$ cat src/rtl/aib_bringup_pkg.sv
// rtl/aib_bringup_pkg.sv - shared types and constants for the AIB link bring-up sequencer
package aib_bringup_pkg;

    localparam int AVMM_ADDR_W = 17;
    localparam int AVMM_DATA_W = 32;

    typedef enum logic [2:0] {
        ST_IDLE      = 3'd0,
        ST_CFG       = 3'd1,
        ST_RST_HOLD  = 3'd2,
        ST_WAIT_LINK = 3'd3,
        ST_LINK_UP   = 3'd4,
        ST_FAIL      = 3'd5
    } state_e;

    localparam logic [1:0] ERR_NONE      = 2'd0;
    localparam logic [1:0] ERR_AVMM_TO   = 2'd1;
    localparam logic [1:0] ERR_LINK_TO   = 2'd2;
    localparam logic [1:0] ERR_LINK_DROP = 2'd3;

endpackage

$ cat src/rtl/aib_sync_2ff.sv
// rtl/aib_sync_2ff.sv - two-flop synchronizer bank for asynchronous link status bits
module aib_sync_2ff #(
    parameter int WIDTH = 1
) (
    input  logic             clk,
    input  logic             rst_n,
    input  logic [WIDTH-1:0] d_i,
    output logic [WIDTH-1:0] q_o
);

    logic [WIDTH-1:0] meta_q;
    logic [WIDTH-1:0] sync_q;

    always_ff @(posedge clk or negedge rst_n) begin
        if (!rst_n) begin
            meta_q <= '0;
            sync_q <= '0;
        end else begin
            meta_q <= d_i;
            sync_q <= meta_q;
        end
    end

    assign q_o = sync_q;

endmodule

$ cat src/rtl/aib_link_bringup_ctrl.sv
// rtl/aib_link_bringup_ctrl.sv - AVMM config writes, adapter reset / MAC-ready release, link wait and drop monitor
module aib_link_bringup_ctrl
    import aib_bringup_pkg::*;
#(
    parameter int                   NBR_CHNLS    = 24,
    parameter int                   ACTIVE_CHNLS = 1,
    parameter int                   NUM_CFG      = 4,
    parameter int                   RST_HOLD     = 16,
    parameter int                   TIMEOUT_W    = 20,
    parameter logic [TIMEOUT_W-1:0] TIMEOUT      = 20'hFFFFF
) (
    input  logic                           avmm_clk,
    input  logic                           avmm_rst_n,
    input  logic                           start,
    input  logic                           stop,
    input  logic [NUM_CFG*AVMM_ADDR_W-1:0] cfg_addr,
    input  logic [NUM_CFG*AVMM_DATA_W-1:0] cfg_wdata,
    output logic [AVMM_ADDR_W-1:0]         o_avmm_addr,
    output logic [3:0]                     o_avmm_byte_en,
    output logic                           o_avmm_write,
    output logic [AVMM_DATA_W-1:0]         o_avmm_wdata,
    input  logic                           i_avmm_waitreq,
    output logic [NBR_CHNLS-1:0]           ns_adapter_rstn,
    output logic [NBR_CHNLS-1:0]           ns_mac_rdy,
    input  logic [NBR_CHNLS-1:0]           fs_mac_rdy,
    input  logic [NBR_CHNLS-1:0]           m_rx_align_done,
    input  logic [NBR_CHNLS-1:0]           ms_tx_transfer_en,
    input  logic [NBR_CHNLS-1:0]           sl_tx_transfer_en,
    output logic                           axi_rst_n,
    output logic                           link_up,
    output logic [1:0]                     err_code,
    output logic [2:0]                     state_dbg
);

    localparam int IDX_W = (NUM_CFG > 1) ? $clog2(NUM_CFG) : 1;
    localparam logic [IDX_W-1:0]     LAST_IDX  = IDX_W'(NUM_CFG - 1);
    localparam logic [TIMEOUT_W-1:0] HOLD_LAST = TIMEOUT_W'(RST_HOLD - 1);

    function automatic logic [NBR_CHNLS-1:0] gen_active_mask();
        logic [NBR_CHNLS-1:0] m;
        m = '0;
        for (int i = 0; i < ACTIVE_CHNLS; i++) m[i] = 1'b1;
        return m;
    endfunction

    localparam logic [NBR_CHNLS-1:0] ACT_MASK = gen_active_mask();

    state_e                   state_q, state_d;
    logic [IDX_W-1:0]         idx_q, idx_d;
    logic [TIMEOUT_W-1:0]     timer_q, timer_d;
    logic                     write_q, write_d;
    logic [AVMM_ADDR_W-1:0]   addr_q, addr_d;
    logic [AVMM_DATA_W-1:0]   wdata_q, wdata_d;
    logic [NBR_CHNLS-1:0]     rstn_q, rstn_d;
    logic [NBR_CHNLS-1:0]     macrdy_q, macrdy_d;
    logic                     axi_rstn_q, axi_rstn_d;
    logic                     link_up_q, link_up_d;
    logic [1:0]               err_q, err_d;

    logic [4*NBR_CHNLS-1:0]   status_raw;
    logic [4*NBR_CHNLS-1:0]   status_s;
    logic                     link_ok;
    logic                     accept;
    logic [IDX_W-1:0]         idx_inc;
    logic [AVMM_ADDR_W-1:0]   nxt_addr;
    logic [AVMM_DATA_W-1:0]   nxt_wdata;
    logic                     go_idle, go_cfg, go_fail;
    logic [1:0]               fail_err;

    assign status_raw = {sl_tx_transfer_en, ms_tx_transfer_en, m_rx_align_done, fs_mac_rdy};

    aib_sync_2ff #(
        .WIDTH(4 * NBR_CHNLS)
    ) u_status_sync (
        .clk  (avmm_clk),
        .rst_n(avmm_rst_n),
        .d_i  (status_raw),
        .q_o  (status_s)
    );

    // Inactive channels are forced to 1 so they never gate link-up or cause a drop.
    assign link_ok = &(status_s | {4{~ACT_MASK}});
    assign accept  = write_q & ~i_avmm_waitreq;
    assign idx_inc = idx_q + 1'b1;

    always_comb begin
        nxt_addr  = '0;
        nxt_wdata = '0;
        for (int i = 0; i < NUM_CFG; i++) begin
            if (idx_inc == IDX_W'(i)) begin
                nxt_addr  = cfg_addr[AVMM_ADDR_W*i +: AVMM_ADDR_W];
                nxt_wdata = cfg_wdata[AVMM_DATA_W*i +: AVMM_DATA_W];
            end
        end
    end

    always_comb begin
        state_d    = state_q;
        idx_d      = idx_q;
        timer_d    = timer_q;
        write_d    = write_q;
        addr_d     = addr_q;
        wdata_d    = wdata_q;
        rstn_d     = rstn_q;
        macrdy_d   = macrdy_q;
        axi_rstn_d = axi_rstn_q;
        link_up_d  = link_up_q;
        err_d      = err_q;
        go_idle    = 1'b0;
        go_cfg     = 1'b0;
        go_fail    = 1'b0;
        fail_err   = ERR_NONE;

        if (stop) begin
            go_idle = 1'b1;
        end else begin
            case (state_q)
                ST_IDLE, ST_FAIL: begin
                    go_cfg = start;
                end
                ST_CFG: begin
                    if (accept) begin
                        timer_d = '0;
                        if (idx_q == LAST_IDX) begin
                            state_d = ST_RST_HOLD;
                            write_d = 1'b0;
                            addr_d  = '0;
                            wdata_d = '0;
                            rstn_d  = ACT_MASK;
                        end else begin
                            idx_d   = idx_inc;
                            addr_d  = nxt_addr;
                            wdata_d = nxt_wdata;
                        end
                    end else if (timer_q == TIMEOUT) begin
                        go_fail  = 1'b1;
                        fail_err = ERR_AVMM_TO;
                    end else begin
                        timer_d = timer_q + 1'b1;
                    end
                end
                ST_RST_HOLD: begin
                    if (timer_q == HOLD_LAST) begin
                        state_d  = ST_WAIT_LINK;
                        macrdy_d = ACT_MASK;
                        timer_d  = '0;
                    end else begin
                        timer_d = timer_q + 1'b1;
                    end
                end
                ST_WAIT_LINK: begin
                    if (link_ok) begin
                        state_d    = ST_LINK_UP;
                        link_up_d  = 1'b1;
                        axi_rstn_d = 1'b1;
                        timer_d    = '0;
                    end else if (timer_q == TIMEOUT) begin
                        go_fail  = 1'b1;
                        fail_err = ERR_LINK_TO;
                    end else begin
                        timer_d = timer_q + 1'b1;
                    end
                end
                ST_LINK_UP: begin
                    if (!link_ok) begin
                        go_fail  = 1'b1;
                        fail_err = ERR_LINK_DROP;
                    end
                end
                default: go_idle = 1'b1;
            endcase
        end

        if (go_idle || go_fail) begin
            idx_d      = '0;
            timer_d    = '0;
            write_d    = 1'b0;
            addr_d     = '0;
            wdata_d    = '0;
            rstn_d     = '0;
            macrdy_d   = '0;
            axi_rstn_d = 1'b0;
            link_up_d  = 1'b0;
        end
        if (go_idle) begin
            state_d = ST_IDLE;
            err_d   = ERR_NONE;
        end
        if (go_fail) begin
            state_d = ST_FAIL;
            err_d   = fail_err;
        end
        if (go_cfg) begin
            state_d = ST_CFG;
            idx_d   = '0;
            timer_d = '0;
            err_d   = ERR_NONE;
            write_d = 1'b1;
            addr_d  = cfg_addr[AVMM_ADDR_W-1:0];
            wdata_d = cfg_wdata[AVMM_DATA_W-1:0];
        end
    end

    always_ff @(posedge avmm_clk or negedge avmm_rst_n) begin
        if (!avmm_rst_n) begin
            state_q    <= ST_IDLE;
            idx_q      <= '0;
            timer_q    <= '0;
            write_q    <= 1'b0;
            addr_q     <= '0;
            wdata_q    <= '0;
            rstn_q     <= '0;
            macrdy_q   <= '0;
            axi_rstn_q <= 1'b0;
            link_up_q  <= 1'b0;
            err_q      <= ERR_NONE;
        end else begin
            state_q    <= state_d;
            idx_q      <= idx_d;
            timer_q    <= timer_d;
            write_q    <= write_d;
            addr_q     <= addr_d;
            wdata_q    <= wdata_d;
            rstn_q     <= rstn_d;
            macrdy_q   <= macrdy_d;
            axi_rstn_q <= axi_rstn_d;
            link_up_q  <= link_up_d;
            err_q      <= err_d;
        end
    end

    assign o_avmm_addr     = addr_q;
    assign o_avmm_byte_en  = {4{write_q}};
    assign o_avmm_write    = write_q;
    assign o_avmm_wdata    = wdata_q;
    assign ns_adapter_rstn = rstn_q;
    assign ns_mac_rdy      = macrdy_q;
    assign axi_rst_n       = axi_rstn_q;
    assign link_up         = link_up_q;
    assign err_code        = err_q;
    assign state_dbg       = state_q;

endmodule
$ cat config.mk
export PLATFORM = sky130hd
export DESIGN_NAME = aib_link_bringup_ctrl
export DESIGN_NICKNAME = d
export VERILOG_FILES = /design/src/rtl/aib_bringup_pkg.sv /design/src/rtl/aib_sync_2ff.sv /design/src/rtl/aib_link_bringup_ctrl.sv
export SDC_FILE = /design/constraint.sdc
export NUM_CORES = 1
export LEC_CHECK = 0
export ABC_AREA = 1
export CELL_PAD_IN_SITES_DETAIL_PLACEMENT = 2
export CELL_PAD_IN_SITES_GLOBAL_PLACEMENT = 2
export CORE_MARGIN = 2
export CORE_UTILIZATION = 18
export DETAILED_ROUTE_END_ITERATION = 16
export GPL_ROUTABILITY_DRIVEN = 0
export PLACE_DENSITY_LB_ADDON = 0.1
export SYNTH_ARGS = -nofsm -noshare
export SYNTH_HDL_FRONTEND = slang
export SYNTH_SLANG_ARGS = --single-unit
export TNS_END_PERCENT = 30
$ cat constraint.sdc
create_clock -name avmm_clk -period 2.5 [get_ports avmm_clk]
set_clock_uncertainty 0.2 [all_clocks]
set_input_delay 0.375 -clock avmm_clk [delete_from_list [all_inputs] [get_ports avmm_clk]]
set_output_delay 0.375 -clock avmm_clk [all_outputs]
set_load 0.03 [all_outputs]
== Word level (Yosys, flattened, before mapping) ==
Cells that the tools add are included.
W data, S select, Z words.

* Input port bits: 297
* Register bits after elaboration: 272
* Output and inout bits: 109

* Equality and inequality tests: 19
* Add/subtract/negate cells: 2
* Reductions and logical operators: 27
* Mux-type cells: 82
* Bitwise gates (word level): 2

{| class="wikitable"
|+ Operators with widths
! operator !! count
|-
| $mux W32 || 10
|-
| $mux W24 || 9
|-
| $mux W17 || 10
|-
| $mux W20 || 7
|-
| $pmux W20 S3 || 1
|-
| $mux W2 || 13
|-
| $mux W3 || 8
|-
| $mux W1 || 21
|-
| $add A20 B1 Y20 const B || 1
|-
| $eq A20 B20 Y1 const B || 1
|-
| $eq A20 B4 Y1 const B || 1
|-
| $ne A5 B5 Y1 const B || 4
|-
| $reduce_and A4 Y1 || 4
|-
| $reduce_bool A2 Y1 || 7
|-
| $reduce_bool A3 Y1 || 4
|-
| $pmux W3 S3 || 1
|-
| $reduce_and A3 Y1 || 3
|-
| $eq A2 B2 Y1 const B || 3
|-
| $eq A3 B2 Y1 const B || 2
|-
| $eq A3 B3 Y1 const B || 2
|-
| $pmux W2 S3 || 1
|-
| $reduce_and A6 Y1 || 1
|-
| $reduce_bool A6 Y1 || 1
|-
| $reduce_or A6 Y1 || 1
|-
| other kinds (16) || 16
|}

== Depth between registers and ports, before layout ==
Gate-level depths: netlist of the first run.

* Depth in word-level cells: 12
* Gate-level depth with buffers: 14

== By module ==
From an unflattened synthesis of the first run, not the netlist that was laid out.

* Cells, all modules: 1238
* Area, all modules: 11434.7 um2

{| class="wikitable"
|+ Modules (own cells, without submodules)
! module !! instances !! seq. area each (um2) !! area an instance (um2) !! cells each
|-
| aib_link_bringup_ctrl || 1 || 2001.9 || 6630.1 || 1046
|-
| aib_sync_2ff || 1 || 4804.6 || 4804.6 || 192
|}

== Worst setup path after synthesis of the first run ==
No wires, ideal clock.

* Path kind: register -> register
* Start point: register idx_q[0]
* End point: register addr_q[10], in the netlist o_avmm_addr[10]
* Library setup time: 0.069 ns
* Cell stages (with the launch flop): 13
* Period minus slack after synthesis: 2.181 ns
* Slack: 0.319 ns
* Arrival: 1.912 ns
* Cells stage by stage: dfrtp_1 > inv_1 > ha_1 > clkbuf_1 > inv_1 > clkbuf_1 > clkbuf_1 > nand3_1 > nand2_1 > o21ai_0 > o21ai_0 > nand3_1 > nand3_1

* Cells in the longest elaborated chain, start to end: 12
* Elaborated cells on any way between the ends: 16
* Classes of those cells: add/sub: 1; eq/ne: 4; mux: 10; reduce/logical: 1

{| class="wikitable"
|+ RTL lines
! item !! RTL line !! source
|-
| start, declared || aib_link_bringup_ctrl.sv:49 || <nowiki>logic [IDX_W-1:0] idx_q, idx_d;</nowiki>
|-
| start signal, assigned || aib_link_bringup_ctrl.sv:219 || <nowiki>idx_q <= idx_d;</nowiki>
|-
| $add A2 B1 Y2 || aib_link_bringup_ctrl.sv:84 || <nowiki>assign idx_inc = idx_q + 1'b1;</nowiki>
|-
| $logic_not A2 Y1 || aib_link_bringup_ctrl.sv:90 || <nowiki>if (idx_inc == IDX_W'(i)) begin</nowiki>
|-
| $mux W17 (4 in series) || aib_link_bringup_ctrl.sv:90 ||
|-
| $mux W17 * || aib_link_bringup_ctrl.sv:124 || <nowiki>if (idx_q == LAST_IDX) begin</nowiki>
|-
| $mux W17 * || aib_link_bringup_ctrl.sv:122 || <nowiki>if (accept) begin</nowiki>
|-
| $mux W17 * || aib_link_bringup_ctrl.sv:117 || <nowiki>case (state_q)</nowiki>
|-
| $mux W17 * || aib_link_bringup_ctrl.sv:114 || <nowiki>if (stop) begin</nowiki>
|-
| $mux W17 * || aib_link_bringup_ctrl.sv:174 || <nowiki>if (go_idle || go_fail) begin</nowiki>
|-
| $mux W17 * || aib_link_bringup_ctrl.sv:193 || <nowiki>if (go_cfg) begin</nowiki>
|-
| end signal, assigned || aib_link_bringup_ctrl.sv:222 || <nowiki>addr_q <= addr_d;</nowiki>
|-
| end, declared || aib_link_bringup_ctrl.sv:52 || <nowiki>logic [AVMM_ADDR_W-1:0] addr_q, addr_d;</nowiki>
|}

Mark *: on every way between the ends. The rest lies on a longest branch, timed or not. The select of a mux whose other input is x is not followed.
A chain may end at the register's enable or synchronous reset.

== Worst setup path after layout of the first run ==
* Start point: register timer_q[1]
* End point: register addr_q[5], in the netlist o_avmm_addr[5]

* Cells in the longest elaborated chain, start to end: 8
* Elaborated cells on any way between the ends: 13
* Classes of those cells: eq/ne: 2; mux: 7; reduce/logical: 4

{| class="wikitable"
|+ RTL lines
! item !! RTL line !! source
|-
| start, declared || aib_link_bringup_ctrl.sv:50 || <nowiki>logic [TIMEOUT_W-1:0] timer_q, timer_d;</nowiki>
|-
| start signal, assigned || aib_link_bringup_ctrl.sv:220 || <nowiki>timer_q <= timer_d;</nowiki>
|-
| $eq A20 B20 Y1 * || aib_link_bringup_ctrl.sv:135, aib_link_bringup_ctrl.sv:157 ||
|-
| $mux W1 * || aib_link_bringup_ctrl.sv:135, aib_link_bringup_ctrl.sv:157 ||
|-
| $mux W1, on equally long branches || aib_link_bringup_ctrl.sv:152, aib_link_bringup_ctrl.sv:122 ||
|-
| $pmux W1 S3 * || aib_link_bringup_ctrl.sv:117 ||
|-
| $mux W1 * || aib_link_bringup_ctrl.sv:114 ||
|-
| $logic_or A1 B1 Y1 * || aib_link_bringup_ctrl.sv:174 ||
|-
| $ne A3 B1 Y1 (no line), or another cell as far along || n/a ||
|-
| $reduce_and A3 Y1 (no line) / $mux W17 (equally long branches) || n/a ||
|}

Mark *: on every way between the ends. The rest lies on a longest branch, timed or not.

==> metrics.txt, run 1 <==
status completed; endpoints failing setup 0; layout cells sized above 1 0.08601; Post-Syn Area per Cell 6.485 um^2; Final Critical Period 2.335 ns; part of the power in registers 0.264; Synth top area share 0.3216; Leakage 0.004569 uW; Max-Cap Viols 0; core area 37580 um^2; first-pass GRT wire length 52.61 mm; IO Count 406; Die ar. 39620 um^2; Pint 4232 uW; Area contributors post-synth dfrtp_1, nand2_1, nor2_1; CTS tree yes; gate count of the mapped netlist 1056; Clk Latency, worst-skew pair 0.36 ns; met1 wire length 15.16 mm; initial core utilization 0.1822; Routed wire per std cell 19.09 um; Worst Hold Class flip-flop to flip-flop; die height 199.0 um; initial DRC count 254; GRT overflow 0; Worst Path Required 2.55 ns; Die Wd 199.0 um; dpl cells 1822; H-tree depth 3; Critical-path top delay cell dfrtp_1; via count 7939; final instance area 10720 um^2; worst slew pin tran 0.5297 ns; f_max 428.3 MHz; Seq/Total Area, Yosys 0.3216; GRT Util Overall 0.1774; type of origin of the critical path flip-flop; number of core rows 71; Reg clk slew, reported paths 0.08 ns; Max Slew Vio Count 0; pwr dens 734.6 nW/um^2; peak supply drop 276.0 uV; Synth cell types 34; YS warnings 0; drt drc 0; arrival time worst endpoint 2.38 ns; worst path cell trace ha_4 > nand2_1 > nor2_4 > nand2_4 > nor2_4 > nand3_2 > nand2_2 > inv_4 > nand4_4 > buf_4 > clkinvlp_4 > buf_12 > nand2_1 > nand3_1; clock share of power 0.184; Vias/cell 4.282; Crit. End Element flip-flop; Max Root-Sink Buffers 2; Synth top cells by count nand2_1, nor2_1, nand3_1; antenna-violating nets left 0; sw frac 0.4625; Fin. Hold Viols 0; area post-placement 10230 um^2; fin nets 1635; drt total wl 35.40 mm; Post-synth top flop dfrtp_1; Top Metal Used met5; async set-reset flop share out of synthesis 1.000; PortBufs 267; Non-Filler Instances 1854; WS Path Type flip-flop to flip-flop; Met2 Wirelength 17.56 mm; Net Switching 3641 uW; fin crit share 0.9340; Pre-antenna DRT Iters 4; count leader, synth nand2_1; number of global-route vias before repair 8602; critical path's largest stage delay 0.40 ns; Clock Tree Root clkbuf_16; WL met3 2.382 mm; largest net degree at the start of global routing 41; logic gate share of total power 0.551; total CTS buffers 9; Area Overhead vs Synth 56.51%; cell area after synthesis 6848 um^2; Yosys reg bits 88; initial antenna violation count 12; EDFF count, synth 0; CTS sink cnt 88; Slew headroom 0.6469; worst-path fanout max 13; post-DP HPWL 27.02 mm; dominant cell type by area after synthesis dfrtp_1
worst paths after layout:
kind / from / endpoint / slack, ns / cells past startpoint
max: timer_q[1] / o_avmm_addr[5] / 0.17 / 14
min: u_status_sync.meta_q[0] / u_status_sync.q_o[0] / 0.15 / 0
max reg2reg: timer_q[1] / o_avmm_addr[5] / 0.17 / 14
min reg2reg: u_status_sync.meta_q[0] / u_status_sync.q_o[0] / 0.15 / 0
max in group asynchronous: avmm_rst_n / state_dbg[2] / 1.09 / 3
min in group asynchronous: avmm_rst_n / o_avmm_addr[10] / 0.34 / 2
per-layer routing:
metal	vias to the layer above	global-route usage
li1	3887	-
met1	3856	0.2123
met2	166	0.3107
met3	22	0.05765
met4	8	0.03234
met5	-	0
state kept, by name, indices dropped and copies added, names as in the netlist:
name / cells
o_avmm_write: 1
state_dbg: 3
u_status_sync.meta_q: 4
idx_q: 2
o_avmm_addr: 17
ns_adapter_rstn: 1
o_avmm_wdata: 32
link_up: 1
timer_q: 20
u_status_sync.q_o: 4
err_code: 2
ns_mac_rdy: 1
cells by family after synthesis:
logic type,count (synthesis),synth area share
and+or+nand+nor,602,0.3720
buffers and inverters,164,0.1259
AOI/OAI and AO/OA,158,0.1166
DFF,88,0.3216
muxes,28,0.04093
xor gates and xnor gates,9,0.01151
adders and majority gates,6,0.01096
other,1,0.0005476
placed cells by master, fill, tap and decap left out, drive strengths merged, types with 6 or more instances in the layout:
master         instances
nor2                 221
dfrtp                 88
inv                   55
nand2                237
diode                  6
clkbuf                11
a21oi                 89
ha                     6
mux2i                 28
nand3                117
nand4                 13
buf                   62
clkdlybuf4s50        266
xor2                   8
o21ai                 66
conb                  46
nor3                  11
cell type report:
cell class | count | area, um^2
Tap cell | 511 | 639.4
Clock inverter | 7 | 75.07
Timing Repair Buffer | 331 | 3346
Clock buffer | 9 | 225.2
Antenna cell | 6 | 15.01
Sequential cell | 88 | 2205
Fill cell | 4502 | 26860
Inverter | 53 | 207.7
Multi-Input combinational cell | 849 | 4005
power by group through the flow:
stage	clock (uW)	sequential, uW	combinational [uW]
finish	1450	2080	4340
floorplan	0	2750	1630
detailed placement	0	2100	4290
CTS	1520	2080	4320
global route	1560	2140	4760
global placement	0	2080	4280
critical path, delay by kind of cell, from the launching register on:
kind	cells	cell delay, ns
simple gates	9	0.99
buf+inv	4	0.46
flops	1	0.40
fa+ha+maj	1	0.16
timing repair:
| item | in CTS | in global routing |
|---|---|---|
| setup buffers | 0 | 7 |
| pin swaps | 0 | 4 |
| cloned | 0 | 2 |
| setup endpoints to repair | 2 | 49 |
| hold buffers | 1 | 0 |
| gates resized for setup | 0 | 15 |
| hold endpoints to repair | 30 | 0 |
metrics by stage:
stage               hold slack [ns]    TNS, ns    util  total power [uW]  setup WS [ns]
floorplan                   -0.1206          0       -              4386         0.3188
global placement             0.1354     -1.300  0.2721              6359        -0.1062
detailed placement           0.1463     -1.429  0.2721              6397        -0.1277
CTS                          0.1562   -0.02069  0.2804              7925       -0.01039
global route                 0.1656  -0.001570  0.2850              8460      -0.001570
finish                       0.1544          0  0.2852              7873         0.1651
No activity file was read; power rests on OpenSTA's default activity.
==> run 2, diff against run 1 <==
--- a/config.mk
+++ b/config.mk
@@ -9,10 +9,12 @@
 export CELL_PAD_IN_SITES_DETAIL_PLACEMENT = 2
 export CELL_PAD_IN_SITES_GLOBAL_PLACEMENT = 2
 export CORE_MARGIN = 2
-export CORE_UTILIZATION = 18
+export CORE_UTILIZATION = 19
+export CTS_BUF_LIST = sky130_fd_sc_hd__clkbuf_2
 export DETAILED_ROUTE_END_ITERATION = 16
 export GPL_ROUTABILITY_DRIVEN = 0
 export PLACE_DENSITY_LB_ADDON = 0.1
+export SETUP_SLACK_MARGIN = 0.1
 export SYNTH_ARGS = -nofsm -noshare
 export SYNTH_HDL_FRONTEND = slang
 export SYNTH_SLANG_ARGS = --single-unit
==> run 2 against run 1 <==
Setup slack worse by 0.030 ns. Sequential power shrank 2%. Via count increased by 2.2%. Core utilization is 1.8 points higher. Critical path type unchanged.
==> metrics.txt, run 2 (synthesis results as in run 1) <==
status completed; Worst Path Required 2.91 ns; PortBufs 267; Max Slew Vio Count 0; Die Wd 193.8 um; type of origin of the critical path flip-flop; area occupied by multi-input gates 4008 um^2; die height 193.8 um; core area 35570 um^2; Final Core Density 0.3032; Top Metal Used met5; post-DP HPWL 25.80 mm; Largest register FFs 32; WHS 0.1269 ns; number of global-route vias before repair 8931; IO Count 406; fin nets 1667; Crit. End Element flip-flop; total CTS buffers 9; CTS tree yes; Critical-path top delay cell dfrtp_1; layout cells sized above 1 0.09350; arrival time worst endpoint 2.78 ns; Die ar. 37580 um^2; area post-placement 10190 um^2; initial antenna violation count 8; antenna-violating nets left 0; GRT overflow 0; via count 8111; total negative setup slack 0 ns; commonest non-fill, non-tap cells in the layout nand2_1, nor2_1, clkdlybuf4s50_1, nand3_1, a21oi_1; Clk Latency, worst-skew pair 0.71 ns; Final Total Pwr 7196 uW; worst path cell trace ha_4 > nand2_2 > nor2_4 > nand2_4 > nor2_4 > nand3_2 > nand2_2 > inv_4 > nand4_4 > clkbuf_16 > clkbuf_16 > nand2_1 > nor2_1 > nor2_1; initial DRC count 256; Reg clk slew, reported paths 0.30 ns; Routed wire per std cell 19.06 um; first-pass GRT wire length 52.35 mm; initial core utilization 0.1925; number of core rows 69; fin crit share 0.9460; Leakage 0.004840 uW; Worst Hold Class input pin to flip-flop; endpoints failing setup 0; most common cell after layout, fill and taps aside nand2_1; critical path's largest stage delay 0.47 ns; Met2 Wirelength 17.57 mm; pwr dens 667.2 nW/um^2; f_max 422.8 MHz; worst-path fanout max 10; GRT Util Overall 0.1807; fill count 4289; Reg area 2203 um^2; WS Path Type flip-flop to flip-flop; drt drc 0; Fin. Hold Viols 0; WL met3 2.507 mm; Max Root-Sink Buffers 2; Clock Tree Root clkbuf_2; worst path buffer plus inverter count 3; Final Critical Period 2.365 ns; Vias/cell 4.423; Max-Cap Viols 0; CTS sink cnt 88; peak supply drop 253.4 uV; drt total wl 34.95 mm; Area Overhead vs Synth 57.50%; RSZ-0062 raised after global routing true; Pre-antenna DRT Iters 4; largest net degree at the start of global routing 72; H-tree depth 3; final instance area 10790 um^2; met1 wire length 14.26 mm; CP delay by family, top simple AND/OR/NAND/NOR gates
[run 2: cell count changes in the layout (fill, tap and decap cells not counted), sizes merged, moves of 3 or more]
cell / previous run / this run
buf: 62 / 73
clkdlybuf4s50: 266 / 203
inv: 55 / 52
dlygate4sd2: 0 / 61
dlygate4sd3: 1 / 19
clkbuf: 11 / 14
[run 2: final timing paths]
| kind | end | slack, ns | cells past startpoint | start |
|---|---|---|---|---|
| worst max-delay path | o_avmm_wdata[28] | 0.14 | 14 | timer_q[1] |
| worst min-delay path | o_avmm_addr[4] | 0.13 | 5 | cfg_addr[55] |
| worst min register to register | u_status_sync.q_o[72] | 0.19 | 0 | u_status_sync.meta_q[72] |
| max in group asynchronous | o_avmm_wdata[12] | 1.11 | 4 | avmm_rst_n |
| worst max register to register | o_avmm_wdata[28] | 0.14 | 14 | timer_q[1] |
| min in group asynchronous | o_avmm_addr[16] | 0.57 | 4 | avmm_rst_n |
[run 2: final cells by class]
| cell class | instances | area share |
|---|---|---|
| clock buffers | 9 | 0.004176 |
| clock inverters | 7 | 0.007889 |
| diodes | 4 | 0.0009281 |
| multi-input cells | 849 | 0.3716 |
| inverters | 53 | 0.01903 |
| well taps | 461 | 0.05348 |
| repair buffers | 363 | 0.3386 |
| flip-flops and latches | 88 | 0.2043 |
[run 2: what timing repair did]
| action | 4_1_cts | 5_1_grt |
|---|---|---|
| endpoints found under the setup margin | 101 | 71 |
| resized for setup | 68 | 12 |
| buffers inserted | 0 | 14 |
| gates cloned | 0 | 7 |
| hold buffers | 19 | 0 |
| pin swaps | 3 | 8 |
| endpoints found under the hold margin | 105 | 0 |
[run 2: layer usage]
metal  up-vias  global-route usage
met3        33             0.06123
met4        10             0.04658
met2       180              0.3233
li1       3958                   -
met5         -                   0
met1      3930              0.2053
[run 2: worst min-delay path: stages]
cell and delay (ns):
clkdlybuf4s50_1 0.40, nand2_1 0.06, o21ai_0 0.07, nand3_1 0.08
nand3_1 0.06
[run 2: report_power, final]
part	internal, uW	switching (uW)
sequential	1800	235
combinational	1560	2660
clock	323	615
total	3680	3510
[run 2: metrics by stage]
step	setup WS, ns	cells
after floorplan	0.3188	1101
after global placement	-0.01935	1774
after detailed placement	-0.06685	1774
after CTS	0.08769	1809
after global routing	0.007542	1831
final	0.1350	1834
